**config.mk**
```make
export PLATFORM = sky130hd
export DESIGN_NAME = msg_streamer
export DESIGN_NICKNAME = d
export VERILOG_FILES = /design/src/rtl/msg_stream_pkg.sv /design/src/rtl/msg_rom.sv /design/src/rtl/msg_streamer.sv
export SDC_FILE = /design/constraint.sdc
export NUM_CORES = 1
export LEC_CHECK = 0
export CAP_MARGIN = 20
export CORE_MARGIN = 1
export CORE_UTILIZATION = 60
export CTS_BUF_LIST = sky130_fd_sc_hd__clkbuf_8
export CTS_CLUSTER_DIAMETER = 60
export DETAILED_ROUTE_END_ITERATION = 6
export PLACE_DENSITY = 0.85
export SETUP_SLACK_MARGIN = 0.4
export SLEW_MARGIN = 20
export SYNTH_ARGS = -nofsm -noshare
export SYNTH_HDL_FRONTEND = slang
export SYNTH_SLANG_ARGS = --single-unit
```
**constraint.sdc**
```tcl
create_clock -name clk -period 5 [get_ports clk]
set_input_delay 0.5 -clock clk [delete_from_list [all_inputs] [get_ports clk]]
set_output_delay 0.5 -clock clk [all_outputs]
set_load 0.005 [all_outputs]
```
**src/rtl/msg_stream_pkg.sv**
```systemverilog
`default_nettype none
// ---------------------------------------------------------------
// msg_stream_pkg : shared FSM encoding and message constants (rev 1.0)
// ---------------------------------------------------------------
package msg_stream_pkg;

  typedef enum logic [1:0] {
    S_IDLE  = 2'd0,
    S_SEND  = 2'd1,
    S_GAP   = 2'd2,
    S_PAUSE = 2'd3
  } state_t;

  localparam logic [7:0] ASCII_SPACE = 8'h20;
  localparam int         MAX_LEN     = 9;
  localparam logic [3:0] MSG_LEN [4] = '{4'd9, 4'd7, 4'd6, 4'd3};

endpackage
`default_nettype wire

```
**src/rtl/msg_rom.sv**
```systemverilog
`default_nettype none
// ---------------------------------------------------------------
// msg_rom : combinational character/length lookup (rev 1.0)
// ---------------------------------------------------------------
module msg_rom
  import msg_stream_pkg::*;
(
  input  logic [1:0] sel,
  input  logic [3:0] idx,
  output logic [7:0] data,
  output logic [3:0] len
);

  // Texts are left-justified in a MAX_LEN field; padding is never emitted
  localparam logic [8*MAX_LEN-1:0] MSG_TXT [4] = '{
    "Guatemala", "Quetzal  ", "Zacapa   ", "Soy      "
  };

  logic [3:0] idx_c;
  int         pos;

  always_comb begin
    idx_c = (int'(idx) < MAX_LEN) ? idx : 4'd0;
    pos   = 8 * (MAX_LEN - 1 - int'(idx_c));
    data  = MSG_TXT[sel][pos +: 8];
    len   = MSG_LEN[sel];
  end

endmodule
`default_nettype wire

```
**src/rtl/msg_streamer.sv**
```systemverilog
`default_nettype none
// ---------------------------------------------------------------
// msg_streamer : valid/ready ASCII message generator (rev 1.0)
// ---------------------------------------------------------------
module msg_streamer
  import msg_stream_pkg::*;
#(
  parameter int NUM_MSG = 4,
  parameter int GAP_LEN = 0,
  parameter int CNT_W   = 8
) (
  input  logic             clk,
  input  logic             reset,
  input  logic             en,
  input  logic             start,
  input  logic             abort,
  input  logic             mode,
  input  logic [1:0]       sel,
  input  logic             q_ready,
  output logic [7:0]       q_out,
  output logic             q_valid,
  output logic             q_last,
  output logic             busy,
  output logic             done,
  output logic             err,
  output logic [CNT_W-1:0] msg_count
);

  localparam logic [3:0] GAP_LAST  = (GAP_LEN > 0) ? 4'(GAP_LEN - 1) : 4'd0;
  localparam state_t     AFTER_MSG = (GAP_LEN > 0) ? S_GAP : S_SEND;

  state_t           state, ret_state, nstate, nret, nxt;
  logic [1:0]       sel_l, nsel;
  logic             mode_l, nmode;
  logic [3:0]       idx, nidx, gap_cnt, ngap;
  logic [CNT_W-1:0] ncount;
  logic             ndone, nerr, hs, beat_done;
  logic [7:0]       rom_data;
  logic [3:0]       rom_len;

  // Looked up at the next-cycle position so q_out can be registered
  msg_rom u_rom (
    .sel  (nsel),
    .idx  (nidx),
    .data (rom_data),
    .len  (rom_len)
  );

  always_comb begin
    nstate    = state;
    nret      = ret_state;
    nxt       = state;
    nsel      = sel_l;
    nmode     = mode_l;
    nidx      = idx;
    ngap      = gap_cnt;
    ncount    = msg_count;
    ndone     = 1'b0;
    nerr      = 1'b0;
    beat_done = 1'b0;
    hs        = q_valid & q_ready;

    case (state)
      S_IDLE: begin
        if (start && en && !abort) begin
          if (int'(sel) < NUM_MSG) begin
            nstate = S_SEND;
            nsel   = sel;
            nmode  = mode;
            nidx   = 4'd0;
          end else begin
            nerr = 1'b1;
          end
        end
      end
      S_SEND: begin
        if (hs) begin
          beat_done = 1'b1;
          if (q_last) begin
            ncount = msg_count + CNT_W'(1);
            nidx   = 4'd0;
            ngap   = 4'd0;
            if (!mode_l) begin
              nxt   = S_IDLE;
              ndone = 1'b1;
            end else begin
              nxt = AFTER_MSG;
            end
          end else begin
            nidx = idx + 4'd1;
            nxt  = S_SEND;
          end
        end
      end
      S_GAP: begin
        if (hs) begin
          beat_done = 1'b1;
          if (gap_cnt == GAP_LAST) begin
            nxt  = S_SEND;
            nidx = 4'd0;
          end else begin
            ngap = gap_cnt + 4'd1;
            nxt  = S_GAP;
          end
        end
      end
      S_PAUSE: begin
        if (en) nstate = ret_state;
      end
      default: nstate = S_IDLE;
    endcase

    // Enable is only honoured at beat boundaries; remember where to resume
    if (beat_done) begin
      if (nxt != S_IDLE && !en) begin
        nstate = S_PAUSE;
        nret   = nxt;
      end else begin
        nstate = nxt;
      end
    end

    if (abort && state != S_IDLE) begin
      nstate = S_IDLE;
      ndone  = 1'b0;
    end
  end

  always_ff @(posedge clk or negedge reset) begin
    if (!reset) begin
      state     <= S_IDLE;
      ret_state <= S_SEND;
      sel_l     <= 2'd0;
      mode_l    <= 1'b0;
      idx       <= 4'd0;
      gap_cnt   <= 4'd0;
      msg_count <= '0;
      q_out     <= 8'h00;
      q_valid   <= 1'b0;
      q_last    <= 1'b0;
      busy      <= 1'b0;
      done      <= 1'b0;
      err       <= 1'b0;
    end else begin
      state     <= nstate;
      ret_state <= nret;
      sel_l     <= nsel;
      mode_l    <= nmode;
      idx       <= nidx;
      gap_cnt   <= ngap;
      msg_count <= ncount;
      q_valid   <= (nstate == S_SEND) || (nstate == S_GAP);
      q_out     <= (nstate == S_SEND) ? rom_data :
                   (nstate == S_GAP)  ? ASCII_SPACE : 8'h00;
      q_last    <= (nstate == S_SEND) && (nidx == rom_len - 4'd1);
      busy      <= (nstate != S_IDLE);
      done      <= ndone;
      err       <= nerr;
    end
  end

endmodule
`default_nettype wire

```
=== After elaboration in Yosys (flattened, before gate mapping) ===
Cells that the tools add are included.

* Bits of input ports: 9
* Output and inout bits: 21
* Memories kept: 0
* Bits in latches: 0
* Flip-flop bits (word level): 35
* Bits in writable memories: 0
* Word-level logic and storage cells: 92
* Bits in read-only memories: 0

* Multiply operators: 0
* Bitwise operators: 2
* Shift-type cells: 1
* Multiplexer cells: 41
* Divide/modulo/power cells: 0
* Magnitude comparators: 2
* Reductions and logical operators: 19
* Add/sub/neg operators: 5
* Eq/ne operators: 10

{| class="wikitable"
|+ Operators by type and width
! cell !! number
|-
| $bmux W72 S2 || 1
|-
| $mux W72 || 2
|-
| $shiftx A72 B32 Y8 || 1
|-
| $mux W4 || 12
|-
| $mux W2 || 11
|-
| $pmux W4 S3 || 1
|-
| $add A4 B1 Y4 const B || 2
|-
| $add A8 B1 Y8 const B || 1
|-
| $bmux W4 S2 || 1
|-
| $mux W1 || 8
|-
| $mux W8 || 1
|-
| $ne A2 B2 Y1 const B || 4
|-
| $pmux W2 S2 || 2
|-
| $pmux W4 S2 || 1
|-
| $reduce_bool A2 Y1 || 4
|-
| $eq A2 B2 Y1 const B || 3
|-
| $mux W6 || 1
|-
| $logic_and A1 B1 Y1 || 5
|-
| $reduce_and A5 Y1 || 1
|-
| $sub A4 B4 Y5 const A || 1
|-
| $eq A2 B1 Y1 const B || 2
|-
| $eq A4 B4 Y1 || 1
|-
| $logic_not A4 Y1 || 1
|-
| $lt A4 B4 Y1 const B || 1
|-
| 10 further kinds || 12
|}

=== Depth between registers and ports, before layout ===
* Depth in word-level cells: 12
* Mapped depth: 16

=== By module ===
From an unflattened synthesis, not the netlist that was laid out.

* Cell total of the unflattened synthesis: 281
* Area total of the unflattened synthesis: 2,660.1 um^2

{| class="wikitable"
|+ By module, submodules not included
! module !! area an instance (um^2) !! cells each !! sequential area each (um^2) !! times used
|-
| msg_streamer || 2,092.0 || 204 || 877.1 || 1
|-
| msg_rom || 568.0 || 77 || 0.0 || 1
|}

=== Worst setup path before layout ===
No wires, ideal clock.

* Path type: reg-to-reg
* Start point: register state[1]
* End point: register q_out[2]
* Arrival time: 3.188 ns
* Stages on the path, launching flop included: 16
* Setup slack: 1.701 ns
* Library setup time: 0.111 ns
* Cells stage by stage: dfrtp_1 -> ha_1 -> buf_4 -> nand2b_1 -> or4_4 -> a22o_4 -> nand3_4 -> buf_4 -> ha_1 -> clkbuf_1 -> nor2_1 -> and3_1 -> buf_4 -> o22ai_1 -> a211oi_1 -> a2111oi_2

* Cells in the longest elaborated chain, start to end: 9
* Elaborated cells on any way between the ends: 31
* Classes of those cells: add/sub (1); order compare (1); eq/ne (4); shift (1); mux (17); bitwise (1); reduce/logical (6)

{| class="wikitable"
|+ RTL lines
! element !! RTL line !! text
|-
| start, declared || msg_streamer.sv:32 || <nowiki>state_t state, ret_state, nstate, nret, nxt;</nowiki>
|-
| start signal, assigned || msg_streamer.sv:145 || <nowiki>state <= nstate;</nowiki>
|-
| parallel branches: the longest is 8 deep, another holds $sub A4 B4 Y5 || n/a ||
|-
| $mux W8 * || msg_streamer.sv:153 || <nowiki>q_out <= (nstate == S_SEND) ? rom_data :</nowiki>
|-
| end signal, assigned || msg_streamer.sv:153 ||
|-
| end, declared || msg_streamer.sv:20 || <nowiki>output logic [7:0] q_out,</nowiki>
|}

Mark *: on every way between the ends. The select of a mux whose other input is x is not followed.
A chain may end at the register's enable or synchronous reset.

=== Final worst setup path ===
* Start point: input q_ready
* End point: register q_out[2]

* Cells in the longest elaborated chain, start to end: 10
* Elaborated cells on any way between the ends: 20
* Classes of those cells: add/sub (1); order compare (1); eq/ne (1); shift (1); mux (13); bitwise (1); reduce/logical (2)

{| class="wikitable"
|+ RTL lines
! element !! RTL line !! text
|-
| start, declared || msg_streamer.sv:19 || <nowiki>input logic q_ready,</nowiki>
|-
| $and A1 B1 Y1 * || msg_streamer.sv:61 || <nowiki>hs = q_valid & q_ready;</nowiki>
|-
| parallel branches: the longest is 8 deep, another holds $sub A4 B4 Y5 || n/a ||
|-
| $mux W8 * || msg_streamer.sv:153 ||
|}

Mark *: on every way between the ends.

==> results.md <==
* CTS H-tree lvls at 2
* Via/cell ratio at 5.99
* Setup Fix Bufs, Post-CTS at 0
* Worst Path Max Fanout at 9
* Post-synth ARST share at 100%
* Worst r2r dst: q_out[1]
* # port buffers at 27
* I/O pins at 30
* Minimum hold slack at 0.491 ns
* Slew HR at 42.4%
* Hold Path Stages at 1
* Critical-path top delay cell: o311ai_0
* Static leakage at 1.29 nW
* Kind of critical path: in2reg
* Worst Skew at 0.00588 ns
* Total gr overflow at 0
* Largest net degree at the start of global routing at 35
* Final Util at 71.3%
* WL/cell at 15.8 um
* Layout overhead on the synthesized area at 14.1%
* Number of fillers in the final layout at 323
* Post-synthesis sequential area ratio at 33.8%
* CTS tree: done
* Initial antenna violation count at 0
* Worst-path cell chain: clkdlybuf4s50_1 -> and2_1 -> nor2_1 -> o21ai_0 -> or2_2 -> a41oi_1 -> o311ai_0 -> ha_1 -> o221ai_2 -> a21o_1 -> a2111oi_2
* Nets@finish at 320
* Clock slew seen by the registers of the worst setup and hold paths at 0.07 ns
* CTS Buf Count at 5
* Post-synth cell types at 68
* Remaining DRCs at 0
* Min-delay src: msg_count[7]
* Synth Register Bits at 34
* Critical Path Sink Type: register
* Final min period at 3.51 ns
* WL met1 at 2330 um
* Initial Util at 62.5%
* Synth Area per Inst at 9.40 um2
* Core Rows at 23
* DP HPWL at 4040 um
* Die height at 66.8 um
* Metal3 WL at 266 um
* Worst path arrival time at 3.69 ns
* Fmax at 285 MHz
* Placer Congestion at 0.987
* Hold path endpoint: msg_count[7]
* Setup violators final at 0
* Post_cts resized at 0
* Top_reg_cell synth: dfrtp_1
* Worst setup SP type: input pin
* Fin crit share at 70.2%
* Mapped Area at 2520 um2
* Worst hold path type: reg2reg
* Met2 Wirelength at 2630 um
* Clk sink count at 34
* First-pass GRT wire length at 8710 um
* Max-cap violations at 0
* RSZ-0062 raised after global routing: false
* Max-slew violations at 0
* Final Power at 1.48 mW
* GR Util All Layers at 26.4%
* Max rail drop VDD at 0.483 mV
* Die X at 66.8 um
* Hold buffers post-CTS at 0
* Actual slew at the worst max-slew pin at 0.840 ns
* Total Neg Setup Slack at 0 ns
* Vias at 2048
* Final wirelength at 5390 um
* Status: finished clean
* Vias in the first global route at 1857
* EDFF count, synth at 0
* R2R Path Start: state[0]
* Core area at 4030 um2
* Layout cells sized above 1 at 12.0%
* Setup slack, reg-to-reg at 1.52 ns
* CTS Root Cell: clkbuf_8
* Die area at 4460 um2
* Diodes inserted at 0
* Worst reg-to-reg path cell count at 11
* Syn Inst Count at 268
* Final ANT Viol Nets at 0
* Critical Path RT at 5.18 ns
* Number of DRC markers in iteration 0 at 188
* Power Dens Cells at 515 nW/um2
* Top Layer Used: met4
* CP max stage delay at 0.62 ns
* CTS max path bufs at 2
* Synth Warn # at 0
* Fin. Hold Viols at 0
* Worst skew pair latency at 0.28 ns
* Pre-Repair DR Iteration Count at 5
## state kept, by name (all words and copies together), names as in the netlist
signal / cells
ret_state: 2
q_last: 1
state: 2
done: 1
sel_l: 2
gap_cnt: 4
idx: 4
q_out: 7
mode_l: 1
q_valid: 1
busy: 1
msg_count: 8
## per-layer routing
metal | track usage [%] | up-vias
li1 | - | 984
met1 | 33.6 | 975
met2 | 43.7 | 75
met3 | 4.79 | 14
met4 | 10.6 | 0
met5 | 0 | -
## how the worst max path moves through the flow
| stage | startpoint | endpoint | slack, ns |
|---|---|---|---|
| global placement | en | q_out[2] | 1.40 |
| CTS | q_ready | q_out[2] | 1.54 |
| global route | q_ready | q_out[2] | 1.16 |
| detailed placement | q_ready | q_out[2] | 1.25 |
| floorplan | state[1] | q_out[2] | 1.70 |
| finish | q_ready | q_out[2] | 1.49 |
## synthesized netlist by cell type (all sizes together), types with 2 or more instances
master | instances | share of area [%]
dfrtp | 33 | 33
nand2 | 29 | 5.1
ha | 20 | 9.9
inv | 19 | 2.8
nor2 | 19 | 2.8
a21oi | 15 | 3.0
nand3 | 14 | 4.0
o21ai | 14 | 3.2
buf | 12 | 3.2
xnor2 | 11 | 4.1
mux2i | 6 | 2.4
nand4 | 6 | 1.5
nor3 | 6 | 1.8
o211ai | 6 | 2.2
xor2 | 6 | 2.4
a31oi | 4 | 1.2
nand2b | 4 | 0.99
a21o | 3 | 0.94
a22o | 3 | 1.4
a211oi | 2 | 0.60
and3 | 2 | 0.50
mux2 | 2 | 0.89
nor2b | 2 | 0.79
nor3b | 2 | 0.60
o22ai | 2 | 0.50
or2 | 2 | 0.50
## worst max-delay path: cells and delay by family
family	cells	cell delay, ns
AOI/OAI and AO/OA	6	1.65
adders and majority gates	1	0.39
buffers and inverters	1	0.55
and+or+nand+nor	3	0.61
## logic make-up after synthesis
| family | count (synthesis) | synth area share, % |
|---|---|---|
| AO/OA/AOI/OAI | 61 | 18.3 |
| XOR/XNOR | 17 | 6.50 |
| adder cells (fa/ha/maj) | 20 | 9.93 |
| buffers and inverters | 32 | 6.21 |
| flip-flops | 34 | 33.8 |
| multiplexers | 8 | 3.28 |
| other | 1 | 0.149 |
| AND/OR/NAND/NOR | 95 | 21.8 |
## area by class of cell
type / count / area [um2] / share of cell area, %
Timing Repair Buffer: 28 / 278 / 9.66
Clock buffer: 6 / 82.6 / 2.87
Clock inverter: 2 / 12.5 / 0.435
Sequential cell: 34 / 852 / 29.6
Multi-Input combinational cell: 203 / 1520 / 52.7
Inverter: 19 / 71.3 / 2.48
Tap cell: 50 / 62.6 / 2.18
## power breakdown
group	internal [mW]	switching, mW	total (mW)
Clock	0.111	0.0995	0.210
Sequential	0.343	0.0531	0.396
Combinational	0.359	0.515	0.874
Total	0.812	0.668	1.48
## per-stage QoR
| stage | setup WS [ns] | cell area [um2] | cells |
|---|---|---|---|
| final | 1.49 | 2870 | 342 |
| after global routing | 1.16 | 2870 | 342 |
| after CTS | 1.54 | 2870 | 342 |
| after detailed placement | 1.25 | 2780 | 334 |
| after global placement | 1.40 | 2780 | 334 |
| after floorplan | 1.70 | 2520 | 269 |
## layout by cell type (no fill, tap or decap), types with 3 or more instances in the layout
cell type,Yosys,layout
clkbuf_8,0,6
nor2_1,19,19
nand2b_1,4,4
dfrtp_1,33,33
nand4_1,6,6
xor2_1,5,5
ha_1,20,20
xnor2_1,10,10
mux2i_1,6,6
a21oi_1,15,15
clkdlybuf4s50_1,0,27
a31oi_1,3,3
nand2_1,27,27
nand3_1,11,11
inv_1,19,19
o211ai_1,4,4
nor3_1,4,4
o21ai_0,13,13
Power figures use the tool's default switching activity.
